==> src/rtl/dmem_port_arb_if.sv <==
// Requester channel of dmem_port_arb: request/address/write fields toward the
// arbiter, grant and read return back to the requester.
// Optional macro DMEM_ARB_LOCK_EN adds the per-requester lock signal.
interface dmem_port_arb_if #(
    parameter int unsigned ADDR_W = 32,
    parameter int unsigned DATA_W = 32
);
    logic                  req;
    logic [ADDR_W-1:0]     addr;
    logic [DATA_W-1:0]     wdata;
    logic [DATA_W/8-1:0]   wmask;
`ifdef DMEM_ARB_LOCK_EN
    logic                  lock;
`endif
    logic                  gnt;
    logic                  rvalid;
    logic [DATA_W-1:0]     rdata;

`ifdef DMEM_ARB_LOCK_EN
    modport master (output req, addr, wdata, wmask, lock, input gnt, rvalid, rdata);
    modport slave  (input req, addr, wdata, wmask, lock, output gnt, rvalid, rdata);
`else
    modport master (output req, addr, wdata, wmask, input gnt, rvalid, rdata);
    modport slave  (input req, addr, wdata, wmask, output gnt, rvalid, rdata);
`endif
endinterface

==> src/rtl/dmem_port_arb.sv <==
// Two-requester round-robin arbiter in front of one synchronous-read data
// memory port. Grants are combinational from registered priority; read data
// returns to the winner one cycle after its grant.
// Optional macro DMEM_ARB_LOCK_EN: adds lock ownership for atomic sequences.
module dmem_port_arb #(
    parameter int unsigned ADDR_W = 32,
    parameter int unsigned DATA_W = 32
) (
    input  logic                clk,
    input  logic                reset,
    dmem_port_arb_if.slave      r0,
    dmem_port_arb_if.slave      r1,
    output logic                m_cen,
    output logic [ADDR_W-1:0]   m_addr,
    output logic [DATA_W-1:0]   m_wdata,
    output logic [DATA_W/8-1:0] m_wmask,
    input  logic [DATA_W-1:0]   m_rdata
);
    localparam int unsigned MaskW = DATA_W / 8;

    logic       prio_q, prio_d;
    logic [1:0] rd_pend_q, rd_pend_d;
    logic       elig0, elig1;
    logic       gnt0, gnt1;

`ifdef DMEM_ARB_LOCK_EN
    logic lock_vld_q, lock_vld_d;
    logic lock_own_q, lock_own_d;
`endif

    // Arbitration: eligible requesters, then priority tie-break; nothing granted in reset.
    always_comb begin
        elig0 = r0.req;
        elig1 = r1.req;
`ifdef DMEM_ARB_LOCK_EN
        // A current lock owner excludes the other requester regardless of prio.
        if (lock_vld_q) begin
            elig0 = r0.req && !lock_own_q;
            elig1 = r1.req && lock_own_q;
        end
`endif
        gnt0 = !reset && elig0 && (!elig1 || !prio_q);
        gnt1 = !reset && elig1 && (!elig0 || prio_q);
    end

    // Memory port drive and grant outputs from the winner.
    always_comb begin
        r0.gnt  = gnt0;
        r1.gnt  = gnt1;
        m_cen   = gnt0 || gnt1;
        m_addr  = '0;
        m_wdata = '0;
        m_wmask = '0;
        if (gnt0) begin
            m_addr  = r0.addr;
            m_wdata = r0.wdata;
            m_wmask = r0.wmask;
        end else if (gnt1) begin
            m_addr  = r1.addr;
            m_wdata = r1.wdata;
            m_wmask = r1.wmask;
        end
    end

    // Next-state: priority flips to the loser, reads mark a pending return.
    always_comb begin
        prio_d = prio_q;
        if (gnt0) begin
            prio_d = 1'b1;
        end else if (gnt1) begin
            prio_d = 1'b0;
        end
        rd_pend_d[0] = gnt0 && (r0.wmask == {MaskW{1'b0}});
        rd_pend_d[1] = gnt1 && (r1.wmask == {MaskW{1'b0}});
`ifdef DMEM_ARB_LOCK_EN
        lock_vld_d = lock_vld_q;
        lock_own_d = lock_own_q;
        if (gnt0) begin
            lock_vld_d = r0.lock;
            lock_own_d = 1'b0;
        end else if (gnt1) begin
            lock_vld_d = r1.lock;
            lock_own_d = 1'b1;
        end
`endif
    end

    // State registers with synchronous reset.
    always_ff @(posedge clk) begin
        if (reset) begin
            prio_q    <= 1'b0;
            rd_pend_q <= 2'b00;
        end else begin
            prio_q    <= prio_d;
            rd_pend_q <= rd_pend_d;
        end
    end

`ifdef DMEM_ARB_LOCK_EN
    // Lock ownership registers.
    always_ff @(posedge clk) begin
        if (reset) begin
            lock_vld_q <= 1'b0;
            lock_own_q <= 1'b0;
        end else begin
            lock_vld_q <= lock_vld_d;
            lock_own_q <= lock_own_d;
        end
    end
`endif

    // Read return; reset masks a return that was already registered.
    always_comb begin
        r0.rvalid = rd_pend_q[0] && !reset;
        r1.rvalid = rd_pend_q[1] && !reset;
        r0.rdata  = r0.rvalid ? m_rdata : '0;
        r1.rdata  = r1.rvalid ? m_rdata : '0;
    end
endmodule

==> src/flat_wrapper.sv <==
// flat-port wrapper written by rule: the top's interface ports become plain ports
module dmem_port_arb_flat 
#(
    parameter int unsigned ADDR_W = 32,
    parameter int unsigned DATA_W = 32
)
  (clk, reset, m_cen, m_addr, m_wdata, m_wmask, m_rdata, r0_req, r0_addr, r0_wdata, r0_wmask, r0_gnt, r0_rvalid, r0_rdata, r1_req, r1_addr, r1_wdata, r1_wmask, r1_gnt, r1_rvalid, r1_rdata);
  dmem_port_arb_if #(.ADDR_W(ADDR_W), .DATA_W(DATA_W)) r0_i ();
  dmem_port_arb_if #(.ADDR_W(ADDR_W), .DATA_W(DATA_W)) r1_i ();
  input  logic clk;
  input  logic reset;
  output logic m_cen;
  output logic [ADDR_W-1:0] m_addr;
  output logic [DATA_W-1:0] m_wdata;
  output logic [DATA_W/8-1:0] m_wmask;
  input  logic [DATA_W-1:0] m_rdata;
  input wire logic [$bits(r0_i.req)-1:0] r0_req;
  input wire logic [$bits(r0_i.addr)-1:0] r0_addr;
  input wire logic [$bits(r0_i.wdata)-1:0] r0_wdata;
  input wire logic [$bits(r0_i.wmask)-1:0] r0_wmask;
  output wire logic [$bits(r0_i.gnt)-1:0] r0_gnt;
  output wire logic [$bits(r0_i.rvalid)-1:0] r0_rvalid;
  output wire logic [$bits(r0_i.rdata)-1:0] r0_rdata;
  input wire logic [$bits(r1_i.req)-1:0] r1_req;
  input wire logic [$bits(r1_i.addr)-1:0] r1_addr;
  input wire logic [$bits(r1_i.wdata)-1:0] r1_wdata;
  input wire logic [$bits(r1_i.wmask)-1:0] r1_wmask;
  output wire logic [$bits(r1_i.gnt)-1:0] r1_gnt;
  output wire logic [$bits(r1_i.rvalid)-1:0] r1_rvalid;
  output wire logic [$bits(r1_i.rdata)-1:0] r1_rdata;
  assign r0_i.req = r0_req;
  assign r0_i.addr = r0_addr;
  assign r0_i.wdata = r0_wdata;
  assign r0_i.wmask = r0_wmask;
  assign r0_gnt = r0_i.gnt;
  assign r0_rvalid = r0_i.rvalid;
  assign r0_rdata = r0_i.rdata;
  assign r1_i.req = r1_req;
  assign r1_i.addr = r1_addr;
  assign r1_i.wdata = r1_wdata;
  assign r1_i.wmask = r1_wmask;
  assign r1_gnt = r1_i.gnt;
  assign r1_rvalid = r1_i.rvalid;
  assign r1_rdata = r1_i.rdata;
  dmem_port_arb #(.ADDR_W(ADDR_W), .DATA_W(DATA_W)) u_core (.clk(clk), .reset(reset), .r0(r0_i), .r1(r1_i), .m_cen(m_cen), .m_addr(m_addr), .m_wdata(m_wdata), .m_wmask(m_wmask), .m_rdata(m_rdata));
endmodule
==> config.mk <==
export PLATFORM = sky130hd
export DESIGN_NAME = dmem_port_arb_flat
export DESIGN_NICKNAME = d
export VERILOG_FILES = /design/src/rtl/dmem_port_arb_if.sv /design/src/rtl/dmem_port_arb.sv /design/src/flat_wrapper.sv
export SDC_FILE = /design/constraint.sdc
export NUM_CORES = 1
export LEC_CHECK = 0
export BUFFER_PORTS_ARGS = -buffer_cell sky130_fd_sc_hd__buf_2
export CORE_AREA = 4 4 118 120
export CTS_CLUSTER_DIAMETER = 50
export DETAILED_ROUTE_END_ITERATION = 12
export DIE_AREA = 0 0 122 124
export GPL_ROUTABILITY_DRIVEN = 0
export GPL_TIMING_DRIVEN = 0
export PLACE_DENSITY_LB_ADDON = 0.15
export SLEW_MARGIN = 20
export SYNTH_ARGS = -nofsm -noshare
export SYNTH_HDL_FRONTEND = slang
export SYNTH_SLANG_ARGS = --single-unit
==> constraint.sdc <==
create_clock -name clk -period 1.45 [get_ports clk]
set_input_delay 0.145 -clock clk [delete_from_list [all_inputs] [get_ports clk]]
set_output_delay 0.145 -clock clk [all_outputs]
set_load 0.02 [all_outputs]
==> results of run 1 <==
## per-layer routing
metal,global-route usage [%],up-vias
met5,0,-
met4,1.821,0
met3,2.134,4
met2,20.27,160
met1,10.43,1132
li1,-,1271
## worst paths after layout
path                               startpoint                  end  slack, ps
worst max-delay path            u_core.prio_q          m_wdata[31]       -250
worst max register to register  u_core.prio_q  u_core.rd_pend_q[1]        230
worst min-delay path                   r0_req        u_core.prio_q        210
worst min register to register  u_core.prio_q        u_core.prio_q        500
## synth_stat cells
cell	number	area share [%]
buf_6	14	12
dfxtp_1	3	4.5
clkbuf_1	6	1.7
a22o_1	68	44
nand2b_1	2	0.93
nor2_1	2	0.56
a21oi_1	1	0.37
nor4_1	2	0.93
and3b_1	1	0.65
buf_4	1	0.56
inv_2	1	0.28
and2_1	66	31
a211oi_4	1	1.5
nor2b_1	2	0.93
## per-stage QoR
step,TNS (ps),worst slack (ps),power [µW]
floorplan,0,107.7,503.9
global placement,-10050,-194.3,908.9
detailed placement,-13910,-214.8,911.4
CTS,-14630,-244.3,1425
global route,-19080,-299.5,1515
finish,-15030,-246.9,1416
## power by group through the flow
| stage | Combinational, µW | Sequential (µW) | Clock, µW |
|---|---|---|---|
| floorplan | 415 | 88.8 | 0 |
| global placement | 820 | 89.0 | 0 |
| detailed placement | 822 | 89.1 | 0 |
| CTS | 889 | 88.8 | 446 |
| global route | 965 | 89.2 | 461 |
| finish | 893 | 88.8 | 434 |
## cell usage in the layout, fill, tap and decap left out
master	synthesis	routed
buf_12	0	2
clkbuf_1	6	1
buf_6	14	29
a211oi_4	1	1
buf_2	0	287
nor2_1	2	2
buf_4	1	15
clkbuf_4	0	1
and2_1	66	66
nor2b_4	0	2
a21oi_1	1	1
nand2b_1	2	1
buf_8	0	2
a22o_1	68	68
clkbuf_16	0	3
dfxtp_2	0	1
and3b_2	0	1
nand2b_4	0	1
dfxtp_1	3	2
inv_2	1	1
nor4_1	2	2
## sequential cells by signal (all words and copies together) (netlist names)
register,cells
u_core.prio_q,1
u_core.rd_pend_q,2
## cells by family (layout without fill, tap and decap cells)
kind of cell           Yosys count  in the layout
AO/OA/AOI/OAI                   70             70
flip-flops                       3              3
buffers and inverters           22            341
AND/OR/NAND/NOR                 75             75
## tightest hold or removal path, delay by kind of cell
family | cells | cell delay, ps
compound gates | 1 | 50
buf+inv | 1 | 130
simple gates | 1 | 60
## area by class of cell
type / count / area share (%)
Timing Repair Buffer: 315 / 50.44
Multi-Input combinational cell: 145 / 32.41
Buffer: 21 / 6.533
Tap cell: 176 / 6.423
Clock buffer: 4 / 2.299
Sequential cell: 3 / 1.788
Inverter: 1 / 0.1095
## repair_timing
action | 4_1_cts | 5_1_grt
pin swaps | 1 | 0
resized for setup | 50 | 24
hold buffers | 0 | 0
gates cloned | 2 | 1
buffers inserted | 2 | 2
endpoints found under the setup margin | 130 | 112
==> impl_metrics.env, run 1 <==
export IMPL_grt_overflow_total=0
export IMPL_slew_viol_final=0
export IMPL_ant_nets=0
export IMPL_grt_pass1_wl_um=12050
export IMPL_synth_distinct_cells=14
export IMPL_p_switching_uw=508.3
export IMPL_cp_num_buf_inv=3
export IMPL_die_w_um=122
export IMPL_finalHoldViolCount=0
export IMPL_post_drt_wl_per_cell_um=13.09
export IMPL_clock_sinks=3
export IMPL_crit_required_ps=1310
export IMPL_grt_use_total_pct=9.947
export IMPL_p_sw_share_pct=35.90
export IMPL_p_leak_uw=0.002122
export IMPL_multi_input_area_um2=1111
export IMPL_violations="negative setup slack"
export IMPL_ios=309
export IMPL_synth_top_family_by_area="compound AO/OA/AOI/OAI gates"
export IMPL_synth_fp_nets=342
export IMPL_worst_hold_path_num_cells=3
export IMPL_max_freq_mhz=589.3
export IMPL_vias=2567
export IMPL_path_clk_slew_ps=30
export IMPL_tightest_slew_ps=327.6
export IMPL_yosysSeqAreaShare_pct=4.486
export IMPL_cts_max_level=1
export IMPL_grt_max_degree=11
export IMPL_worstSetupPathDepth=6
export IMPL_setup_viol=69
export IMPL_min_period_over_period_pct=117.0
export IMPL_placed_area_um2=3100
export IMPL_post_layout_nonfiller_instances=665
export IMPL_wl_um=8702
export IMPL_synth_area_mux_share_pct=0
export IMPL_finClkSkew_ps=1.295
export IMPL_critPathLaunchType="flip-flop"
export IMPL_wl_met1_um=3030
export IMPL_cp_arrival_ps=1550
export IMPL_powerDensity_nw_per_um2=413.0
export IMPL_diodes=0
export IMPL_vias_per_cell=3.860
export IMPL_hold_path_class="input port to flip-flop"
export IMPL_clkLatencyLatePin_ps=220
export IMPL_syn2layout_area_growth_pct=156.1
export IMPL_seqCellArea_um2=61.31
export IMPL_pwr_share_comb_pct=63.1
export IMPL_synth_cells=170
export IMPL_rsz0062_at_grt="yes"
export IMPL_stdcell_area_um2=3428
export IMPL_syn_area_per_cell_um2=7.875
export IMPL_port_buffers=308
export IMPL_ys_warn_count=0
export IMPL_wl_met2_um=4752
export IMPL_cts_tree="built"
export IMPL_ys_ff_latch=3
export IMPL_route_detailed_drc=0
export IMPL_cts_buffers=3
export IMPL_fill_cells=1420
export IMPL_die_area_um2=15130
export IMPL_topRoutingLayerUsed="met4"
export IMPL_dr_wl_met3_um=852
export IMPL_post_route_util_pct=26.41
export IMPL_initial_core_util_pct=10.31
export IMPL_slew_headroom_pct=77.96
export IMPL_drt_initial_drc_count=54
export IMPL_cp_common_cell="buf_6"
export IMPL_critical_path_top_delay_family="buffers and inverters"
export IMPL_layout_min_cycle_time_ps=1697
export IMPL_rows=42
export IMPL_antenna_found_initial=0
export IMPL_die_height_um=124
export IMPL_path_class="flip-flop to output pin"
export IMPL_fin_hold_ws_ps=214.2
export IMPL_irDropWorstVdd_v=0.0002313
export IMPL_p_int_uw=907.5
export IMPL_synthAdderAreaFrac_pct=0
export IMPL_dpl_cell_count=654
export IMPL_drt_pass1_iter_count=4
export IMPL_sequentialPowerShare_pct=6.3
export IMPL_critical_path_max_stage_delay_ps=330
export IMPL_status="finished, violations left"
export IMPL_core_area_um2=12980
export IMPL_grt_pass1_vias=2471
export IMPL_drv_cap=0
export IMPL_synth_xor_area_share_pct=0
export IMPL_r2r_cells=5
export IMPL_dp_hpwl_um=7653
export IMPL_timing_final_ws_setup_ps=-246.9
export IMPL_yosys_area_share_simple_pct=34.86
export IMPL_synth_compound_area_share_pct=46.36
export IMPL_clockPowerShare_pct=30.6
export IMPL_cp_cell_sequence="nand2b_4, and3b_2, buf_6, buf_6, a22o_1, buf_2"
export IMPL_layout_drive_gt1_share_pct=70.76
export IMPL_endpoint_kind="output pin"
export IMPL_syn_area_um2=1339
export IMPL_fin_nets=662
export IMPL_critPathMaxFanout=5
export IMPL_cts_root_buf="clkbuf_16"
export IMPL_critPathSlowestCell="dfxtp_2"
export IMPL_cts_buffer_depth=2
(Power assumes the default switching activity.)
==> run 2, diff against run 1 <==
- CELL_PAD_IN_SITES_DETAIL_PLACEMENT: unset -> 0
- CELL_PAD_IN_SITES_GLOBAL_PLACEMENT: unset -> 1
- CORE_AREA: 4 4 118 120 -> 4 4 116 118
- DIE_AREA: 0 0 122 124 -> 0 0 120 122
- clock period: 1.45 -> 2.1 ns (I/O delays scaled with it)
==> run 2 against run 1 <==
Compared with the run above:
- the flow now finishes without violations
- count of clock-buffer cells in the layout unchanged
- critical path depth down 2
- sequential share of layout area up 0.10 points
- wire length up 1.4%
- critical endpoint is now m_addr[27]
- clock skew down 0.53 ps
- sequential power down 32%
- first-iteration DRC count up 13%
- register-to-register slack better by 570 ps
- power down 35%
- design area down 7.4%
- critical path type unchanged
- global-route usage up 0.52 points
- clock power down 32%
==> impl_metrics.env, run 2 (synthesis gave the netlist of run 1 again) <==
export IMPL_cp_arrival_ps=1650
export IMPL_min_period_over_period_pct=88.64
export IMPL_cts_max_level=1
export IMPL_critPathMaxFanout=10
export IMPL_power_uw=918.3
export IMPL_slew_headroom_pct=61.08
export IMPL_largest_reg_flops=2
export IMPL_final_common_cell="buf_2"
export IMPL_p_leak_uw=0.002027
export IMPL_clkLatencyLatePin_ps=220
export IMPL_drv_cap=0
export IMPL_diodes=0
export IMPL_largest_register="u_core.rd_pend_q"
export IMPL_cts_tree="built"
export IMPL_powerDensity_nw_per_um2=289.3
export IMPL_route_detailed_drc=0
export IMPL_finalHoldViolCount=0
export IMPL_grt_max_degree=11
export IMPL_fin_nets=655
export IMPL_reg_top3="u_core.rd_pend_q x2, u_core.prio_q x1"
export IMPL_drt_pass1_iter_count=4
export IMPL_ios=309
export IMPL_finClkSkew_ps=0.7610
export IMPL_grt_use_total_pct=10.47
export IMPL_vias=2561
export IMPL_tightest_slew_ps=582.0
export IMPL_final_cell_mix="308 x buf_2, 68 x a22o_1, 66 x and2_1"
export IMPL_cts_buffers=3
export IMPL_grt_overflow_total=0
export IMPL_postCtsHoldBufs=0
export IMPL_path_clk_slew_ps=30
export IMPL_cts_buffer_depth=2
export IMPL_die_area_um2=14640
export IMPL_core_area_um2=12470
export IMPL_wl_um=8824
export IMPL_dp_hpwl_um=8045
export IMPL_finalSetupTns_ps=0
export IMPL_rsz0062_at_grt="no"
export IMPL_setup_viol=0
export IMPL_path_class="flip-flop to output pin"
export IMPL_status="finished, final reports clean"
export IMPL_grt_pass1_wl_um=12450
export IMPL_drt_initial_drc_count=61
export IMPL_layout_min_cycle_time_ps=1861
export IMPL_die_height_um=122
export IMPL_crit_required_ps=1890
export IMPL_rows=41
export IMPL_endpoint_kind="output pin"
export IMPL_irDropWorstVdd_v=0.0001616
export IMPL_ant_nets=0
export IMPL_cts_root_buf="clkbuf_16"
export IMPL_cts_resized=0
export IMPL_layout_drive_gt1_share_pct=68.05
export IMPL_vias_per_cell=3.916
export IMPL_clock_sinks=3
export IMPL_slew_viol_final=0
export IMPL_syn2layout_area_growth_pct=137.1
export IMPL_port_buffers=308
export IMPL_initial_core_util_pct=10.74
export IMPL_cts_setup_buffers=0
export IMPL_max_freq_mhz=537.2
export IMPL_die_w_um=120
export IMPL_hold_path_class="input port to flip-flop"
export IMPL_antenna_found_initial=0
export IMPL_grt_pass1_vias=2445
export IMPL_critPathLaunchType="flip-flop"
export IMPL_post_drt_wl_per_cell_um=13.49
[run 2: metrics by stage]
step,hold slack [ps],std cells,cell area (µm²),setup slack (ps),util [%]
2_1_floorplan,279.1,170,1339,692.7,-
3_3_place_gp,497.3,650,3095,399.9,24.83
3_5_place_dp,503.3,650,3095,379.7,24.83
4_1_cts,274.6,654,3174,178.3,25.46
5_1_grt,296.3,654,3174,94.20,25.46
6_report,262.4,654,3174,238.5,25.46
[run 2: path summary, 6_finish.rpt]
path | startpoint | endpoint | slack, ps | cells past startpoint
max | u_core.prio_q | m_addr[27] | 240 | 4
min | reset | u_core.prio_q | 260 | 2
max reg2reg | u_core.prio_q | u_core.rd_pend_q[0] | 800 | 3
min reg2reg | u_core.prio_q | u_core.prio_q | 510 | 2
[run 2: metal layers]
| metal | track usage (%) | vias up | share of wire [%] |
|---|---|---|---|
| met1 | 9.690 | 1133 | 32 |
| met4 | 1.861 | 0 | 0.96 |
| li1 | - | 1257 | - |
| met5 | 0 | - | 0 |
| met3 | 2.553 | 6 | 10 |
| met2 | 22.73 | 165 | 57 |
[run 2: critical path: stages (launching register included)]
cell	delay, ps
dfxtp_1	330
a211oi_4	530
buf_6	220
a22o_1	170
buf_2	170
[run 2: power by group]
group,internal (µW),leakage (µW),switching [µW]
Clock,250,0.0000382,47.2
Combinational,273,0.00196,288
Sequential,59.2,0.0000245,1.56
[run 2: area by class of cell]
cell class	count	area, µm²
well taps	172	215.2
multi-input cells	145	1087
flip-flops and latches	3	60.06
clock buffers	4	78.83
fillers	1386	9291
inverters	1	3.754
repair buffers	308	1541
plain buffers	21	187.7
==> run 3, diff against run 2 <==
- CTS_CLUSTER_SIZE: unset -> 30
- REMOVE_ABC_BUFFERS: unset -> 1
==> run 3 against run 2 <==
Compared with the run above:
- global-route usage grew 1.6 points
- count of clock-buffer cells in the layout is the same
- combinational power is essentially flat
- wire length grew 17%
- worst hold slack gained 45 ps
- flip-flop and latch count is the same
- non-clock buffer count shrank 11
- first-iteration DRC count shrank 54%
- critical path depth is the same
- power grew 0.56%
- sequential share of layout area is essentially flat
- largest cell class unchanged
- highest routed layer is now met3
==> impl_metrics.env, run 3 (synthesis gave the netlist of run 1 again) <==
export IMPL_crit_required_ps=1890
export IMPL_reg_top3="u_core.rd_pend_q x2, u_core.prio_q x1"
export IMPL_path_clk_slew_ps=30
export IMPL_core_area_um2=12470
export IMPL_antenna_found_initial=0
export IMPL_diodes=0
export IMPL_die_area_um2=14640
export IMPL_seqCellArea_um2=60.06
export IMPL_cp_cell_sequence="nand2b_1, and3b_1, a22o_1, buf_2"
export IMPL_hold_path_class="input port to flip-flop"
export IMPL_slew_headroom_pct=69.36
export IMPL_layout_drive_gt1_share_pct=69.07
export IMPL_status="finished, final reports clean"
export IMPL_multi_input_area_um2=1105
export IMPL_route_detailed_drc=0
export IMPL_port_buffers=308
export IMPL_fin_hold_ws_ps=307.6
export IMPL_drt_pass1_iter_count=4
export IMPL_final_common_cell="buf_2"
export IMPL_fill_cells=1429
export IMPL_dpl_cell_count=636
export IMPL_finalHoldViolCount=0
export IMPL_tightest_slew_ps=459.6
export IMPL_postCtsHoldBufs=0
export IMPL_clockPowerShare_pct=32.7
export IMPL_layout_min_cycle_time_ps=1910
export IMPL_irDropWorstVdd_v=0.0001811
export IMPL_critPathSlowestCell="and3b_1"
export IMPL_post_route_util_pct=25.01
export IMPL_critPathLaunchType="flip-flop"
export IMPL_p_int_uw=572.3
export IMPL_max_freq_mhz=523.6
export IMPL_rsz0062_at_grt="no"
export IMPL_powerDensity_nw_per_um2=296.1
export IMPL_largest_reg_flops=2
export IMPL_p_leak_uw=0.001995
export IMPL_ios=309
export IMPL_final_cell_mix="308 x buf_2, 68 x a22o_1, 66 x and2_1"
export IMPL_grt_overflow_total=0
export IMPL_initial_core_util_pct=10.74
export IMPL_drv_cap=0
export IMPL_drt_initial_drc_count=28
export IMPL_cts_root_buf="clkbuf_16"
export IMPL_cts_max_level=1
export IMPL_finClkSkew_ps=1.199
export IMPL_grt_use_total_pct=12.08
export IMPL_fin_nets=645
export IMPL_die_height_um=122
export IMPL_post_drt_wl_per_cell_um=16.00
export IMPL_grt_pass1_wl_um=14120
export IMPL_slew_viol_final=0
export IMPL_p_switching_uw=351.1
export IMPL_cp_arrival_ps=1700
export IMPL_power_uw=923.4
export IMPL_pwr_share_comb_pct=60.8
export IMPL_cts_resized=0
export IMPL_vias_per_cell=3.995
export IMPL_setup_viol=0
export IMPL_cts_setup_buffers=0
export IMPL_p_sw_share_pct=38.03
export IMPL_sequentialPowerShare_pct=6.6
export IMPL_die_w_um=120
export IMPL_critPathMaxFanout=12
export IMPL_cts_buffers=3
export IMPL_clock_sinks=3
export IMPL_syn2layout_area_growth_pct=132.9
export IMPL_clkLatencyLatePin_ps=220
export IMPL_cts_buffer_depth=2
export IMPL_rows=41
export IMPL_cp_num_buf_inv=1
export IMPL_grt_max_degree=47
export IMPL_critical_path_top_delay_family="simple AND/OR/NAND/NOR gates"
export IMPL_critical_path_max_stage_delay_ps=490
export IMPL_endpoint_kind="output pin"
export IMPL_wl_um=10310
export IMPL_post_layout_nonfiller_instances=644
export IMPL_ant_nets=0
export IMPL_path_class="flip-flop to output pin"
export IMPL_vias=2573
export IMPL_grt_pass1_vias=2583
export IMPL_dp_hpwl_um=8862
export IMPL_largest_register="u_core.rd_pend_q"
export IMPL_cts_tree="built"
export IMPL_min_period_over_period_pct=90.95
export IMPL_finalSetupTns_ps=0
[run 3: cell count changes in the layout (fill, tap and decap cells not counted), sizes merged]
cell,change
clkbuf,-6
buf,-5
and3b,+1
[run 3: final cells by class]
class | instances | share of cell area [%]
clock buffer | 4 | 2.528
inverter | 1 | 0.1204
multi-input combinational | 146 | 35.43
sequential | 3 | 1.926
tap | 172 | 6.902
timing repair buffer | 318 | 53.09
[run 3: path summary, 6_finish.rpt]
kind	cells after the start	slack [ps]	end	from
max reg2reg	4	790	u_core.rd_pend_q[1]	u_core.prio_q
min reg2reg	2	510	u_core.prio_q	u_core.prio_q
min	3	310	u_core.rd_pend_q[0]	r0_wmask[3]
max	4	190	m_addr[14]	u_core.prio_q
[run 3: power groups by stage]
stage	sequential, µW	combinational (µW)	clock [µW]
after floorplan	61.3	256	0
after global placement	61.4	546	0
after detailed placement	61.5	557	0
after CTS	60.7	561	309
after global routing	61.1	612	318
final	60.8	561	302
[run 3: per-layer routing]
layer	vias to the layer above	track usage (%)	part of all wire, %
met1	1149	11.63	32
met3	0	5.757	14
li1	1242	-	-
met4	0	1.503	0
met5	-	0	0
met2	182	23.85	55
[run 3: worst reg2reg max path, cell delays in order, from the launching register on]
cell	delay, ps
dfxtp_1	370
nand2b_1	260
and3b_4	260
buf_12	210
and2_1	150
[run 3: through the flow]
step	instance area, µm²	setup slack [ps]
CTS	3087	35.88
global route	3118	69.28
global placement	2908	-1238
finish	3118	190.1
detailed placement	3008	259.0
floorplan	1151	-439.9
